--- src/rtl/mmu_pkg.sv ---
// rtl/mmu_pkg.sv - fault codes, TLB entry record and page match function; TLB_ASID_EN adds the ASID field and term
package mmu_pkg;

    localparam int MMU_PAGE_W = 20;
    localparam int MMU_ASID_W = 6;

    localparam logic [1:0] FAULT_NONE = 2'b00;
    localparam logic [1:0] FAULT_MISS = 2'b01;
    localparam logic [1:0] FAULT_WP   = 2'b10;

    typedef struct packed {
        logic                  valid;
        logic                  ro;
        logic [MMU_PAGE_W-1:0] vpage;
        logic [MMU_PAGE_W-1:0] ppage;
`ifdef TLB_ASID_EN
        logic [MMU_ASID_W-1:0] asid;
`endif
    } tlb_entry_t;

    function automatic logic page_match(
        input logic                  valid,
        input logic [MMU_PAGE_W-1:0] entry_vpage,
        input logic [MMU_PAGE_W-1:0] lookup_vpage
`ifdef TLB_ASID_EN
        ,
        input logic [MMU_ASID_W-1:0] entry_asid,
        input logic [MMU_ASID_W-1:0] lookup_asid
`endif
    );
`ifdef TLB_ASID_EN
        return valid && (entry_vpage == lookup_vpage) && (entry_asid == lookup_asid);
`else
        return valid && (entry_vpage == lookup_vpage);
`endif
    endfunction

endpackage

--- src/rtl/tlb_match.sv ---
// rtl/tlb_match.sv - single-entry TLB comparator producing the hit bit; TLB_ASID_EN adds the ASID compare
module tlb_match
    import mmu_pkg::*;
(
    input  logic                  valid,
    input  logic [MMU_PAGE_W-1:0] entry_vpage,
    input  logic [MMU_PAGE_W-1:0] lookup_vpage,
`ifdef TLB_ASID_EN
    input  logic [MMU_ASID_W-1:0] entry_asid,
    input  logic [MMU_ASID_W-1:0] lookup_asid,
`endif
    output logic                  hit
);

    assign hit = page_match(valid, entry_vpage, lookup_vpage
`ifdef TLB_ASID_EN
                            , entry_asid, lookup_asid
`endif
                           );

endmodule

--- src/rtl/tlb_mmu.sv ---
// rtl/tlb_mmu.sv - fully associative TLB MMU with ro faults, round-robin refill and flush; TLB_ASID_EN enables ASID tagging
module tlb_mmu
    import mmu_pkg::*;
#(
    parameter int PAGE_NUM_WIDTH = MMU_PAGE_W,
    parameter int ENTRIES        = 8,
    parameter int ASID_WIDTH     = MMU_ASID_W
) (
    input  logic                      clk,
    input  logic                      clrn,
    input  logic                      stall,
    input  logic                      mmu_en,
    input  logic                      mmu_update,
    input  logic [31:0]               vaddr_in,
    input  logic                      wr_in,
    input  logic                      tlb_we,
    input  logic [PAGE_NUM_WIDTH-1:0] tlb_vpage,
    input  logic [PAGE_NUM_WIDTH-1:0] tlb_ppage,
    input  logic                      tlb_ro,
    input  logic                      tlb_flush,
`ifdef TLB_ASID_EN
    input  logic [ASID_WIDTH-1:0]     asid_in,
`endif
    output logic [31:0]               paddr_o,
    output logic [1:0]                fault_o,
    output logic                      mmu_error_o,
    output logic                      full_o
);

    localparam int OFF_W = 32 - PAGE_NUM_WIDTH;
    localparam int IDX_W = $clog2(ENTRIES);

    // The entry record in mmu_pkg fixes the page and ASID widths.
    if (ENTRIES < 2 || (ENTRIES & (ENTRIES - 1)) != 0 ||
        PAGE_NUM_WIDTH != MMU_PAGE_W || ASID_WIDTH != MMU_ASID_W) begin : g_bad_cfg
        $error("tlb_mmu: unsupported parameter combination");
    end

    logic [ENTRIES-1:0]        valid_q;
    logic [ENTRIES-1:0]        ro_q;
    logic [PAGE_NUM_WIDTH-1:0] vpage_q [ENTRIES];
    logic [PAGE_NUM_WIDTH-1:0] ppage_q [ENTRIES];
    logic                      en_reg;
    logic [IDX_W-1:0]          rr_ptr;
    tlb_entry_t                entry   [ENTRIES];

`ifdef TLB_ASID_EN
    logic [ASID_WIDTH-1:0]     asid_q  [ENTRIES];
    logic [ASID_WIDTH-1:0]     asid_reg;
    logic [ASID_WIDTH-1:0]     eff_asid;

    assign eff_asid = mmu_update ? asid_in : asid_reg;
`endif

    logic                      eff_en;
    logic [PAGE_NUM_WIDTH-1:0] tag;
    logic [ENTRIES-1:0]        hit_vec;
    logic [IDX_W-1:0]          hit_idx;
    tlb_entry_t                hit_entry;
    logic                      wmatch_any;
    logic [IDX_W-1:0]          wmatch_idx;
    logic [IDX_W-1:0]          inv_idx;
    logic [IDX_W-1:0]          wr_idx;

    assign eff_en = mmu_update ? mmu_en : en_reg;
    assign tag    = vaddr_in[31 -: PAGE_NUM_WIDTH];
    assign full_o = &valid_q;

    always_comb begin
        for (int i = 0; i < ENTRIES; i++) begin
            entry[i].valid = valid_q[i];
            entry[i].ro    = ro_q[i];
            entry[i].vpage = vpage_q[i];
            entry[i].ppage = ppage_q[i];
`ifdef TLB_ASID_EN
            entry[i].asid  = asid_q[i];
`endif
        end
    end

    for (genvar i = 0; i < ENTRIES; i++) begin : g_match
        tlb_match u_match (
            .valid        (entry[i].valid),
            .entry_vpage  (entry[i].vpage),
            .lookup_vpage (tag),
`ifdef TLB_ASID_EN
            .entry_asid   (entry[i].asid),
            .lookup_asid  (eff_asid),
`endif
            .hit          (hit_vec[i])
        );
    end

    // The write rule never creates duplicate mappings, so hit_vec is at most one-hot.
    always_comb begin
        hit_idx = '0;
        for (int i = 0; i < ENTRIES; i++) begin
            if (hit_vec[i]) hit_idx = IDX_W'(i);
        end
    end

    assign hit_entry = entry[hit_idx];

    always_comb begin
        paddr_o = vaddr_in;
        fault_o = FAULT_NONE;
        if (eff_en) begin
            if (|hit_vec) begin
                paddr_o = {hit_entry.ppage, vaddr_in[OFF_W-1:0]};
                if (hit_entry.ro && wr_in) fault_o = FAULT_WP;
            end else begin
                fault_o = FAULT_MISS;
            end
        end
    end

    assign mmu_error_o = |fault_o;

    always_comb begin
        wmatch_any = 1'b0;
        wmatch_idx = '0;
        for (int i = 0; i < ENTRIES; i++) begin
            if (page_match(entry[i].valid, entry[i].vpage, tlb_vpage
`ifdef TLB_ASID_EN
                           , entry[i].asid, eff_asid
`endif
                          )) begin
                wmatch_any = 1'b1;
                wmatch_idx = IDX_W'(i);
            end
        end
    end

    // Descending scan so the lowest-index invalid entry wins.
    always_comb begin
        inv_idx = '0;
        for (int i = ENTRIES - 1; i >= 0; i--) begin
            if (!valid_q[i]) inv_idx = IDX_W'(i);
        end
    end

    assign wr_idx = wmatch_any ? wmatch_idx : (full_o ? rr_ptr : inv_idx);

    always_ff @(posedge clk or negedge clrn) begin
        if (!clrn) begin
            valid_q  <= '0;
            ro_q     <= '0;
            en_reg   <= 1'b0;
            rr_ptr   <= '0;
`ifdef TLB_ASID_EN
            asid_reg <= '0;
`endif
        end else if (!stall) begin
            if (mmu_update) begin
                en_reg   <= mmu_en;
`ifdef TLB_ASID_EN
                asid_reg <= asid_in;
`endif
            end
            if (tlb_flush) begin
                valid_q <= '0;
                rr_ptr  <= '0;
            end else if (tlb_we) begin
                valid_q[wr_idx] <= 1'b1;
                ro_q[wr_idx]    <= tlb_ro;
                if (!wmatch_any && full_o) rr_ptr <= rr_ptr + IDX_W'(1);
            end
        end
    end

    // Mapping payload carries no reset; valid_q alone qualifies it.
    always_ff @(posedge clk) begin
        if (!stall && tlb_we && !tlb_flush) begin
            vpage_q[wr_idx] <= tlb_vpage;
            ppage_q[wr_idx] <= tlb_ppage;
`ifdef TLB_ASID_EN
            asid_q[wr_idx]  <= eff_asid;
`endif
        end
    end

endmodule

--- config.mk ---
export PLATFORM = sky130hd
export DESIGN_NAME = tlb_mmu
export DESIGN_NICKNAME = d
export VERILOG_FILES = /design/src/rtl/mmu_pkg.sv /design/src/rtl/tlb_match.sv /design/src/rtl/tlb_mmu.sv
export SDC_FILE = /design/constraint.sdc
export NUM_CORES = 1
export LEC_CHECK = 0
export ABC_AREA = 1
export CORE_ASPECT_RATIO = 1.75
export CORE_MARGIN = 2
export CORE_UTILIZATION = 40
export CTS_BUF_LIST = sky130_fd_sc_hd__clkbuf_16
export CTS_CLUSTER_DIAMETER = 120
export DETAILED_ROUTE_END_ITERATION = 8
export PLACE_DENSITY_LB_ADDON = 0.25
export SLEW_MARGIN = 15
export SYNTH_ARGS = -nofsm -noshare
export SYNTH_HDL_FRONTEND = slang
export SYNTH_SLANG_ARGS = --single-unit
--- constraint.sdc ---
create_clock -name clk -period 3.6 [get_ports clk]
set_clock_uncertainty 0.05 [all_clocks]
set_input_delay 0.36 -clock clk [delete_from_list [all_inputs] [get_ports clk]]
set_output_delay 0.36 -clock clk [all_outputs]
set_load 0.01 [all_outputs]
After elaboration in Yosys (flattened, before gate mapping):

Memories as Yosys holds them, arrays and structs flattened.
Index checks and enable logic that the tools add are counted.

* $add $sub $neg: 1
* order comparisons: 3
* eq/ne operators: 16
* muxes and demuxes: 51
* bitwise gates (word level): 4
* reductions and logical operators: 32

Operators with widths (number)
* equality test 20 bit: 16
* binary-select mux 42 bit (select 3 bit): 1
* 2-to-1 mux 41 bit: 2
* 2-to-1 mux 3 bit: 25
* 2-to-1 mux 32 bit: 2
* logical AND 1 bit: 21
* 2-to-1 mux 8 bit: 2
* 2-to-1 mux 1 bit: 14
* bitwise mux 8 bit: 1
* bitwise OR 8 bit: 1
* AND reduction 8 bit: 1
* OR reduction 8 bit: 1
* 2-to-1 mux 2 bit: 3
* AND reduction 3 bit: 2
* greater-or-equal comparator 4 bit, second input constant: 1
* less-than comparator 3 x 4 -> 1 bit, second input constant: 1
* inverter 3 -> 4 bit: 1
* nonzero test 2 bit: 2
* adder 3 x 1 -> 3 bit, second input constant: 1
* demux 1 bit (select 3 bit): 1
* greater-or-equal comparator 3 x 1 -> 1 bit, second input constant: 1
* logical NOT 1 bit: 3
* inverter 1 bit: 2
* AND reduction 2 bit: 1
* OR reduction 2 bit: 1

* register bits after elaboration: 20
* memory bits (writable): 320
* input port bits: 81
* output and inout port bits: 36
* logic and storage cells: 113
* memories: 2

Memory list
* ppage_q: words 8, bits a word 20, read ports 8, clocked after memory_dff 0, write ports 1, line tlb_mmu.sv:42 `logic [PAGE_NUM_WIDTH-1:0] ppage_q [ENTRIES];`
* vpage_q: words 8, bits a word 20, read ports 8, clocked after memory_dff 0, write ports 1, line tlb_mmu.sv:41 `logic [PAGE_NUM_WIDTH-1:0] vpage_q [ENTRIES];`

Depth between registers and ports, before layout:

Gate-level depths: netlist (run 1).
An unclocked memory read counts as a cell.

* word-level depth: 19
* mapped depth: 22

Modules after synthesis:

From an unflattened synthesis (run 1), not the netlist that was laid out.

* cells, all modules: 2194
* area, all modules: 18347.6 µm²

Modules (own cells, without submodules)
* tlb_mmu: times used 1, cells each 1434, area each 15294.7 µm², sequential area each 10109.7 µm²
* tlb_match: times used 8, cells each 95, area each 381.6 µm², sequential area each 0.0 µm²

Least setup slack after synthesis (run 1):

OpenSTA, ideal clock, no wires.

* kind: in2reg
* start point: in tlb_vpage[3]
* end point: mem ppage_q[2][0] in the netlist's numbering, enable pin
* library setup time: 0.394 ns
* arrival time: 2.653 ns
* setup slack: 0.503 ns
* stages on the path: 14
* cell sequence: buf_2 -> inv_2 -> o21ai_0 -> a211oi_1 -> nand2_1 -> nor2_1 -> nand3_2 -> nand2_1 -> nor2_1 -> nand2_1 -> o21ai_1 -> nor2_1 -> nand3_1 -> inv_1

* longest elaborated chain between the ends: 11
* elaborated cells between the ends (all ways): 32
* those cells by class: eq/ne (8); mux (16); reduce/logical (8)

Ends and longest elaborated chain
* start: declaration: line tlb_mmu.sv:17 `input logic [PAGE_NUM_WIDTH-1:0] tlb_vpage,`
* equality test 20 bit: line mmu_pkg.sv:34 `return valid && (entry_vpage == lookup_vpage);`
* logical AND 1 bit: line mmu_pkg.sv:34
* 2-to-1 mux 1 bit (8 in series): line tlb_mmu.sv:123 `if (page_match(entry[i].valid, entry[i].vpage, tlb_vpage`
* 2-to-1 mux 3 bit *: line tlb_mmu.sv:142 `assign wr_idx = wmatch_any ? wmatch_idx : (full_o ? rr_ptr : inv_idx);`
* end: declaration: line tlb_mmu.sv:42

Every way passes the cells marked *; elsewhere a longest branch is shown, timed or not.

==> results.toml, run 1 <==
[placement]
io_buffers = 92
dpl-instance-area_sq_um = 24100
dp_hpwl_microns = 76550
dp.cells = 3275
gp_congestion = 1.087
pre_cts_ws_ns = -0.8047

[cts]
ctsHtreeMaxLevel = 2
cts_sinks = 340
cts_hold_buf = 0
clk_pin_slew_ns = 0.07
clock_latency_ns = 0.55
ctsLongestPathBuffers = 3
root_buffer = "clkbuf_16"
cts_made_buffers = 34
cts_tree = "yes"

[drt]
detail-route-antenna-nets = 0
vias = 19590
dr.pass1.iters = 6
wl_per_cell_microns = 30.62
drcViolationCount = 0
vias_per_cell = 5.749
routed_wl_microns = 104300
drt_iter0_drc = 1855

[sta]
setup_violations = 23
period_share = 1.101
setup_tns_ns = -7.303
max_slew.worst_pin.slew_ns = 0.9594
max_slew_margin = 0.3584
finalHoldViolations = 0
fin_crit_ns = 3.965
rsz0062_at_grt = "yes"
drv_slew = 0
fmax_mhz = 252.2
layout_setup_ws_ns = -0.3648

[critical_path]
worstPathArrival_ns = 3.55
critPathMaxFanout = 6
crit_slowest_cell = "edfxtp_1"
critPathRequiredTime_ns = 3.19
startpoint_type = "flip-flop"
crit_buf_inv = 6
crit_family = "simple AND/OR/NAND/NOR gates"
path_class = "reg2out"
path_common_cell = "nand2_2"
endpoint_kind = "output port"
slowest_delay_ns = 0.79
path_cells = "buf_4 -> inv_2 -> nand2_2 -> nand2_2 -> nor2_1 -> nand2_2 -> nor2_4 -> nand2_2 -> nor2_4 -> nand2_1 -> nand2_2 -> nand2_2 -> nand2_4 -> nand2_4 -> nand2_4 -> buf_12 -> buf_12 -> buf_16 -> nand2_1 -> nand3_1 -> nand3_1 -> nand3_1 -> nand2_1 -> buf_2"

[cells_and_area]
syn_to_final_growth_pct = 41.20
fill_cells = 4262
finalInstanceArea_sq_um = 26930
fin_nets = 2874
layout.cells.non_filler = 3407
seq_area_sq_um = 10110
reg_top3 = "ppage_q (160), vpage_q (160)"
multiInputGateArea_sq_um = 8149
drive_above_1_share = 0.3027

[pwr]
ir_drop_mv = 0.4460
power_density_nw_per_um2 = 343.7
p_leak_uw = 0.01181

[synthesis]
yosysWarnings = 0
synthCells = 2247
netlist_area_sq_um = 19070
ys_ff_latch = 340
synth_nets = 2329
avgSynthCellArea_sq_um = 8.487
synth_flop_cell = "edfxtp_1"
yosysSeqAreaShare = 0.5301
synth-edff-count = 320
synth_cell_types = 41
async_reset_ff_frac = 0.05882

[worst_hold_path]
hp-class = "in2async"

[grt]
antenna_found_initial = 10
grt_use_total = 0.4206
grt_pass1_wl_microns = 142600
overflow = 0
grt_pass1_vias = 19610
grt_max_degree = 34

[floorplan]
num_io_pins = 117
dieHeight_microns = 292.8
dieArea_sq_um = 49500
placementRows = 105
start_util = 0.4055
die_w_microns = 169.1
core_area_sq_um = 47030

[outcome]
violations = "setup timing"
status = "complete, but fails checks"

[flow_run]
drv_cap = 0
==> cell usage in the layout, fill, tap and decap left out, drive strengths merged <==
cell type and instances:
clkdlybuf4s50 59, o211ai 4, nor2 245, nor3b 4
xor2 20, a21oi 10, nor3 31, nand2b 1
dlymetal6s2s 6, nand3 242, and3 2, dfrtp 20
edfxtp 320, clkinvlp 4, nand2 590, bufinv 2
o2111ai 6, o21bai 1, and3b 1, inv 325
dlygate4sd2 5, diode 4, o221ai 4, nor4 13
nand4 55, a211oi 4, o21ai 70, clkbuf 36
clkinv 14, ha 1, o22ai 80, or2 10
nand3b 35, buf 530, a31oi 1, xnor2 64
==> cell usage after synthesis, drive strengths merged, types with 4 or more instances <==
library cell	instances	area (sq um)
nand2	589	2231
edfxtp	320	9609
inv	318	1196
nor2	245	929.6
nand3	242	1226
buf	83	540.5
o22ai	80	500.5
o21ai	70	350.3
xnor2	64	560.5
nand4	55	344.1
nand3b	35	262.8
nor3	31	165.2
dfrtp	20	500.5
xor2	20	175.2
nor4	13	81.33
clkbuf	11	41.29
a21oi	10	50.05
or2	10	62.56
o2111ai	6	52.55
a211oi	4	30.03
nor3b	4	30.03
o211ai	4	30.03
o221ai	4	35.03
==> worst paths after layout <==
| check | to | startpoint | cells past startpoint | slack [ns] |
|---|---|---|---|---|
| setup / recovery | paddr_o[16] | vpage_q[1][11]$_DFFE_PP_ | 24 | -0.36 |
| hold / removal | ro_q[6]$_DFFE_PN0P_ | clrn | 1 | 0.30 |
| setup reg to reg | ppage_q[7][14]$_DFFE_PP_ | vpage_q[2][6]$_DFFE_PP_ | 17 | 0.14 |
| hold reg to reg | ro_q[1]$_DFFE_PN0P_ | ro_q[1]$_DFFE_PN0P_ | 2 | 0.43 |
| max in group asynchronous | valid_q[5]$_DFFE_PN0P_ | clrn | 1 | 2.50 |
| min in group clk | ro_q[1]$_DFFE_PN0P_ | ro_q[1]$_DFFE_PN0P_ | 2 | 0.43 |
==> per-stage QoR <==
stage | hold WS [ns] | util | total power [uW]
after floorplan | 0.01441 | - | 4908
after global placement | 0.4147 | 0.5125 | 5700
after detailed placement | 0.4123 | 0.5125 | 5696
after CTS | 0.3357 | 0.5515 | 9168
after global routing | 0.3525 | 0.5723 | 9447
final | 0.3027 | 0.5725 | 9254
==> cell type report <==
class | count | share of cell area
clock inverter | 25 | 0.007156
clock buffer | 34 | 0.03160
tap | 588 | 0.02732
sequential | 340 | 0.3756
timing repair buffer | 602 | 0.2093
multi-input combinational | 1494 | 0.3026
inverter | 320 | 0.04600
antenna | 4 | 0.0003717
==> repair_timing <==
action / 4_1_cts / 5_1_grt
endpoints found under the setup margin: 23 / 351
resized for setup: 253 / 183
setup buffers: 24 / 42
pin swaps: 39 / 77
gates cloned: 3 / 3
==> metal layers <==
layer / routed length, microns / up-vias / global-route usage
met3: 8914 / 545 / 0.1327
met5: 50 / - / 0
li1: - / 8575 / -
met1: 31090 / 9325 / 0.3843
met2: 50970 / 1135 / 0.7113
met4: 13300 / 8 / 0.4313
==> power by group <==
part	internal (uW)	switching (uW)
logic	504	823
clock network	1880	1640
registers	4370	34.8
==> cells by family (layout without fill, tap and decap cells) <==
kind of cell	after synthesis	in the layout	share of synthesized area
AO/OA/AOI/OAI	180	180	0.05590
XOR/XNOR	84	84	0.03858
adder cells (fa/ha/maj)	1	1	0.0006560
buffers and inverters	414	981	0.09363
flip-flops	340	340	0.5301
other	0	4	0
AND/OR/NAND/NOR	1228	1229	0.2811
==> worst register-to-register path, stage by stage, from the launching register on <==
cell	delay, ns
edfxtp_1	0.57
buf_4	0.19
o22ai_1	0.08
buf_4	0.15
nor3_1	0.13
nand2_1	0.08
nor2_2	0.47
nand3_1	0.15
buf_4	0.19
nand2_1	0.06
nand2_1	0.04
nand2_1	0.06
nand2_1	0.06
nand2_1	0.23
nand2_1	0.20
nand2_1	0.20
inv_2	0.10
buf_12	0.18
Note: power is estimated with default switching activity, not from simulation.
==> run 2: changes to the inputs <==
CAP_MARGIN = 25   (was not set)
CELL_PAD_IN_SITES_DETAIL_PLACEMENT = 2   (was not set)
CELL_PAD_IN_SITES_GLOBAL_PLACEMENT = 2   (was not set)
CORE_UTILIZATION = 37   (was 40)
SKIP_LAST_GASP = 1   (was not set)
==> run 2 against run 1 <==
  * The run now fails in clock tree synthesis
  * Synthesized cell count did not move
  * Area after synthesis did not move
==> results.toml, run 2 <==
[synthesis]
ys_ff_latch = 340
yosysWarnings = 0
synth_flop_cell = "edfxtp_1"
synth_cell_types = 41
synth_common_cells = "nand2_1, edfxtp_1, inv_1"
synthCells = 2247
avgSynthCellArea_sq_um = 8.487
yosysTopAreaCell = "edfxtp_1"
yosysSeqAreaShare = 0.5301
async_reset_ff_frac = 0.05882
synth_area_leaders = "edfxtp_1, nand2_1, nand3_1"
synth_nets = 2329
netlist_area_sq_um = 19070
synth-edff-count = 320
synth_top_area_share = 0.5039
synth_most_common_cell = "nand2_1"

[floorplan]
die_w_microns = 175.6
num_io_pins = 117
start_util = 0.3725
dieHeight_microns = 304.3
placementRows = 110

[cts]
cts_hold_buf = 0
ctsHtreeMaxLevel = 2
cts_made_buffers = 37
root_buffer = "clkbuf_16"
ctsResizeCount = 601
cts_setup_buffers = 85
cts_sinks = 340
ctsLongestPathBuffers = 3

[placement]
gp_congestion = 1.031
pre_cts_ws_ns = -1.202
dpl-instance-area_sq_um = 24480
dp.cells = 3404
io_buffers = 92
dp_hpwl_microns = 94130

[outcome]
status = "aborted with a tool error"
error_message = "[ERROR DPL-0033] detailed placement checks failed during check placement."
haltStage = "clock tree synthesis"
-- run 2: cell counts after synthesis --
No cell type changed its count.
-- run 2: kinds of logic after synthesis --
group	after synthesis	share of synthesized area
xor+xnor	84	0.03858
simple gates	1228	0.2811
fa+ha+maj	1	0.0006560
buf+inv	414	0.09363
flops	340	0.5301
compound gates	180	0.05590
-- run 2: metrics by stage --
stage | TNS (ns) | utilization | hold WS [ns]
after floorplan | 0 | - | 0.01441
after global placement | -53.81 | 0.4782 | 0.4147
after detailed placement | -127.35 | 0.4782 | 0.5007
==> run 3: changes to the inputs <==
CELL_PAD_IN_SITES_DETAIL_PLACEMENT = not set   (was 2)
CELL_PAD_IN_SITES_GLOBAL_PLACEMENT = not set   (was 2)
CORE_ASPECT_RATIO = not set   (was 1.75)
CORE_UTILIZATION = 25   (was 37)
CTS_BUF_LIST = not set   (was sky130_fd_sc_hd__clkbuf_16)
CTS_CLUSTER_DIAMETER = not set   (was 120)
PLACE_DENSITY_LB_ADDON = 0.15   (was 0.25)
==> run 3 against run 2 <==
  * The flow now finishes, with violations (setup timing)
==> results.toml, run 3 (synthesis gave the netlist of run 1 again) <==
[floorplan]
dieHeight_microns = 280.2
placementRows = 101
die_w_microns = 280.2
start_util = 0.2519
num_io_pins = 117
dieArea_sq_um = 78500
core_area_sq_um = 75700

[critical_path]
worstPathArrival_ns = 3.24
reg2regPathDepth = 15
r2r_start = "valid_q[2]$_DFFE_PN0P_"
r2r-end = "vpage_q[0][10]$_DFFE_PP_"
path_class = "in2out"
critPathRequiredTime_ns = 3.19
critPathMaxFanout = 7
rrSetupSlack_ns = 0.31
startpoint_type = "input port"
endpoint_kind = "output port"

[sta]
drv_slew = 0
fin_crit_ns = 3.648
setup_tns_ns = -0.1787
layout_setup_ws_ns = -0.04755
rsz0062_at_grt = "yes"
hold_slack_ns = 0.3525
setup_violations = 10
max_slew_margin = 0.5847
max_slew.worst_pin.slew_ns = 0.6206
finalHoldViolations = 0
period_share = 1.013
fmax_mhz = 274.2

[drt]
top_layer = "met4"
detail-route-antenna-nets = 0
dr_wl_met2_microns = 50100
drcViolationCount = 0
vias = 18690
dr.pass1.iters = 5
routed_wl_microns = 101600
routed-wl-met3_microns = 5067
drt_iter0_drc = 1410
met1_length_microns = 41440
wl_per_cell_microns = 26.90
vias_per_cell = 4.947

[placement]
io_buffers = 92
pre_cts_ws_ns = -0.7898
gp_congestion = 0.9821
dp_hpwl_microns = 74730

[pwr]
p_leak_uw = 0.01195
power_density_nw_per_um2 = 362.1
ir_drop_mv = 0.3139
finalPower_uw = 10050

[cells_and_area]
reg_top3 = "ppage_q (160), vpage_q (160)"
final_cell_mix = "nand2_1, buf_4, edfxtp_1"
syn_to_final_growth_pct = 45.57
fin_nets = 2854
drive_above_1_share = 0.3002
layout_commonest_cell = "nand2_1"
n_antenna_cell = 0

[grt]
grt_max_degree = 40
grt_use_total = 0.2560
grt_pass1_wl_microns = 141500
grt_pass1_vias = 19000
overflow = 0
antenna_found_initial = 1

[cts]
root_buffer = "clkbuf_16"
ctsHtreeMaxLevel = 2
ctsLongestPathBuffers = 3
cts_made_buffers = 43
clock_latency_ns = 0.61
cts_sinks = 340
clk_pin_slew_ns = 0.06
cts_tree = "yes"

[worst_hold_path]
holdPathStages = 3
hp-class = "in2reg"
hold_start = "stall"
hold_end = "en_reg$_DFFE_PN0N_"

[outcome]
violations = "setup timing"
status = "complete, but fails checks"

[flow_run]
drv_cap = 0
run 3: how the worst max path moves through the flow:
stage	startpoint	end	slack, ns	cells after the start
after global routing	vpage_q[2][19]$_DFFE_PP_	fault_o[1]	-0.19	20
final	vaddr_in[21]	fault_o[1]	-0.05	21
after floorplan	tlb_vpage[3]	ppage_q[2][0]$_DFFE_PP_	0.50	14
after global placement	vaddr_in[25]	paddr_o[19]	-0.78	21
after CTS	vpage_q[2][19]$_DFFE_PP_	paddr_o[23]	-0.18	20
after detailed placement	vaddr_in[25]	paddr_o[18]	-0.79	21
run 3: where the power goes:
group | leakage, uW | switching, uW | internal (uW) | total, uW
Clock | 0.000661 | 1870 | 2470 | 4350
Sequential | 0.00315 | 34.3 | 4380 | 4410
Combinational | 0.00813 | 773 | 519 | 1290
run 3: what timing repair did:
action | CTS | global route
hold buffers | 0 | 1
pin swaps | 34 | 108
setup endpoints to repair | 23 | 23
endpoints found under the hold margin | 0 | 5
buffers inserted | 36 | 11
gates resized for setup | 231 | 210
cloned | 12 | 2
run 3: cell type report:
| type | instances | area [sq um] |
|---|---|---|
| Sequential cell | 340 | 10110 |
| Timing Repair Buffer | 574 | 5645 |
| Tap cell | 978 | 1224 |
| Clock inverter | 21 | 202.7 |
| Multi-Input combinational cell | 1493 | 8190 |
| Clock buffer | 53 | 1145 |
| Fill cell | 7809 | 47940 |
| Inverter | 320 | 1241 |
run 3: routing by layer:
metal | GRT usage | vias to the layer above
met5 | 0 | -
met4 | 0.1098 | 0
met3 | 0.03889 | 206
met2 | 0.4470 | 632
met1 | 0.3124 | 9326
li1 | - | 8530
run 3: critical path, cell delays in order:
cell and delay (ns):
clkdlybuf4s50_1 0.47, buf_4 0.17, inv_8 0.09, buf_4 0.15, nand2_1 0.08, nand2_1 0.06
nor3_1 0.17, nand2_1 0.11, nor2_2 0.15, nand3_2 0.16, nand2_1 0.11, nand2_1 0.07
nand2_2 0.09, nand2_4 0.10, buf_6 0.16, buf_4 0.14, a21oi_1 0.18, nor3_2 0.07
nor2_1 0.14, nor2_2 0.06, buf_2 0.14
run 3: through the flow:
step                      cells  utilization  area, sq um
after detailed placement   3648       0.3240        24530
after global placement     3648       0.3240        24530
final                      3779       0.3667        27760
after CTS                  3770       0.3569        27020
after global routing       3779       0.3667        27760
after floorplan            2247            -        19070
==> run 4: changes to the inputs <==
CTS_CLUSTER_SIZE = 25   (was not set)
==> run 4 against run 3 <==
  * The run still ends with setup timing left
  * Non-clock buffer count grew 9
  * Critical endpoint is now paddr_o[12]
  * Power up 0.18%
  * Setup slack got worse by 0.00055 ns
  * Largest power group unchanged
  * Utilization is 0.20 points higher
  * Die area is the same
  * Hold slack got worse by 0.0011 ns
  * Clock-buffer cell count stayed put
  * Sequential power hardly changed
  * Combinational power about the same
==> results.toml, run 4 (synthesis gave the netlist of run 1 again) <==
[critical_path]
endpoint_kind = "output port"
path_common_cell = "nand2_2"
critPathMaxFanout = 8
critPathRequiredTime_ns = 3.19
crit_slowest_cell = "edfxtp_1"
path_class = "reg2out"
startpoint_type = "flip-flop"
worstPathArrival_ns = 3.24
path_cells = "nand2_1 -> nand2_1 -> nor2_1 -> nand3_1 -> nor2_4 -> nand3_4 -> nand2_2 -> nand2_2 -> nand2_2 -> nand2_4 -> nand2_8 -> nand2_8 -> buf_12 -> buf_16 -> nand2_2 -> nand3_2 -> nand3_2 -> nand3_2 -> nand2_2 -> buf_6"
reg2regPathDepth = 15
slowest_delay_ns = 0.54

[drt]
wl_per_cell_microns = 26.90
detail-route-antenna-nets = 0
vias_per_cell = 4.949
routed_wl_microns = 101900
dr.pass1.iters = 7
drcViolationCount = 0
vias = 18750
drt_iter0_drc = 1421

[cells_and_area]
n_antenna_cell = 0
final_cell_mix = "nand2_1, buf_4, edfxtp_1"
fin_nets = 2863
finalInstanceArea_sq_um = 27910
reg_top3 = "ppage_q (160), vpage_q (160)"
layout_commonest_cell = "nand2_1"
drive_above_1_share = 0.2974
syn_to_final_growth_pct = 46.38

[worst_hold_path]
hp-class = "in2reg"
holdPathStages = 3

[outcome]
status = "complete, but fails checks"
violations = "setup timing"

[cts]
clock_latency_ns = 0.61
root_buffer = "clkbuf_16"
ctsHtreeMaxLevel = 2
cts_sinks = 340
cts_tree = "yes"
ctsLongestPathBuffers = 3
clk_pin_slew_ns = 0.06
cts_made_buffers = 43

[grt]
antenna_found_initial = 1
grtUsageMet2 = 0.4481
grt_pass1_vias = 18960
grt_use_met3 = 0.03889
grt_util_met1 = 0.3130
grt_use_total = 0.2560
grt_max_degree = 40
overflow = 0
grt_pass1_wl_microns = 141500
top_usage_layer = "met2"

[sta]
period_share = 1.013
hold_slack_ns = 0.3514
setup_violations = 10
drv_slew = 0
finalHoldViolations = 0
setup_tns_ns = -0.2041
rsz0062_at_grt = "yes"
max_slew.worst_pin.slew_ns = 0.5990
fmax_mhz = 274.1
fin_crit_ns = 3.648
max_slew_margin = 0.5992
layout_setup_ws_ns = -0.04810

[floorplan]
num_io_pins = 117
placementRows = 101
die_w_microns = 280.2
core_area_sq_um = 75700
dieArea_sq_um = 78500
dieHeight_microns = 280.2
start_util = 0.2519

[pwr]
sw_frac_of_total = 0.2677
internal_power_uw = 7374
switching_power_uw = 2695
power.share.clock = 0.433
p_leak_uw = 0.01201
power_density_nw_per_um2 = 360.7
seq_power_share = 0.438
combPwrFrac = 0.129
finalPower_uw = 10070
ir_drop_mv = 0.3141

[flow_run]
drv_cap = 0

[placement]
pre_cts_ws_ns = -0.7898
dpl-instance-area_sq_um = 24530
gp_congestion = 0.9821
io_buffers = 92
dp_hpwl_microns = 74730
## run 4: stage by stage
step,instances,util
final,3789,0.3688
after global placement,3648,0.3240
after detailed placement,3648,0.3240
after floorplan,2247,-
after global routing,3789,0.3688
after CTS,3770,0.3568
## run 4: power groups by stage
stage                     clock network (uW)  logic [uW]  registers [uW]
after floorplan                            0         429            4480
after global placement                     0        1240            4490
after detailed placement                   0        1230            4490
after CTS                               4460        1260            4410
after global routing                    4600        1360            4410
final                                   4360        1300            4410
## run 4: area by class of cell
class	instances	area [sq um]
clock inverters	22	203.9
flip-flops and latches	340	10110
inverters	320	1249
clock buffers	53	1145
fillers	7786	47780
repair buffers	583	5827
multi-input cells	1493	8155
well taps	978	1224
## run 4: metal layers
metal,wire [microns],vias to the layer above,part of all wire
li1,-,8553,-
met5,0,-,0
met4,4990,0,0.049
met3,5178,207,0.051
met2,50230,643,0.49
met1,41510,9349,0.41
## run 4: final timing paths
check | from | end | slack [ns]
max in group asynchronous | clrn | valid_q[6]$_DFFE_PN0P_ | 2.57
hold / removal | stall | en_reg$_DFFE_PN0N_ | 0.35
setup reg to reg | valid_q[2]$_DFFE_PN0P_ | vpage_q[0][10]$_DFFE_PP_ | 0.33
setup / recovery | vpage_q[2][19]$_DFFE_PP_ | paddr_o[12] | -0.05
min in group asynchronous | clrn | valid_q[1]$_DFFE_PN0P_ | 0.52
hold reg to reg | ro_q[3]$_DFFE_PN0P_ | ro_q[3]$_DFFE_PN0P_ | 0.43
## run 4: worst max-delay path: cells and delay by family, from the launching register on
family                 cells  cell delay (ns)
AND/OR/NAND/NOR           17             1.63
buffers and inverters      3             0.44
flip-flops                 1             0.54
## run 4: what timing repair did
item                                    CTS  global route
pin swaps                                35           106
cloned                                   12             4
resized for setup                       234           215
setup buffers                            35            18
hold buffers                              0             1
endpoints found under the hold margin     0             5
endpoints found under the setup margin   23            23
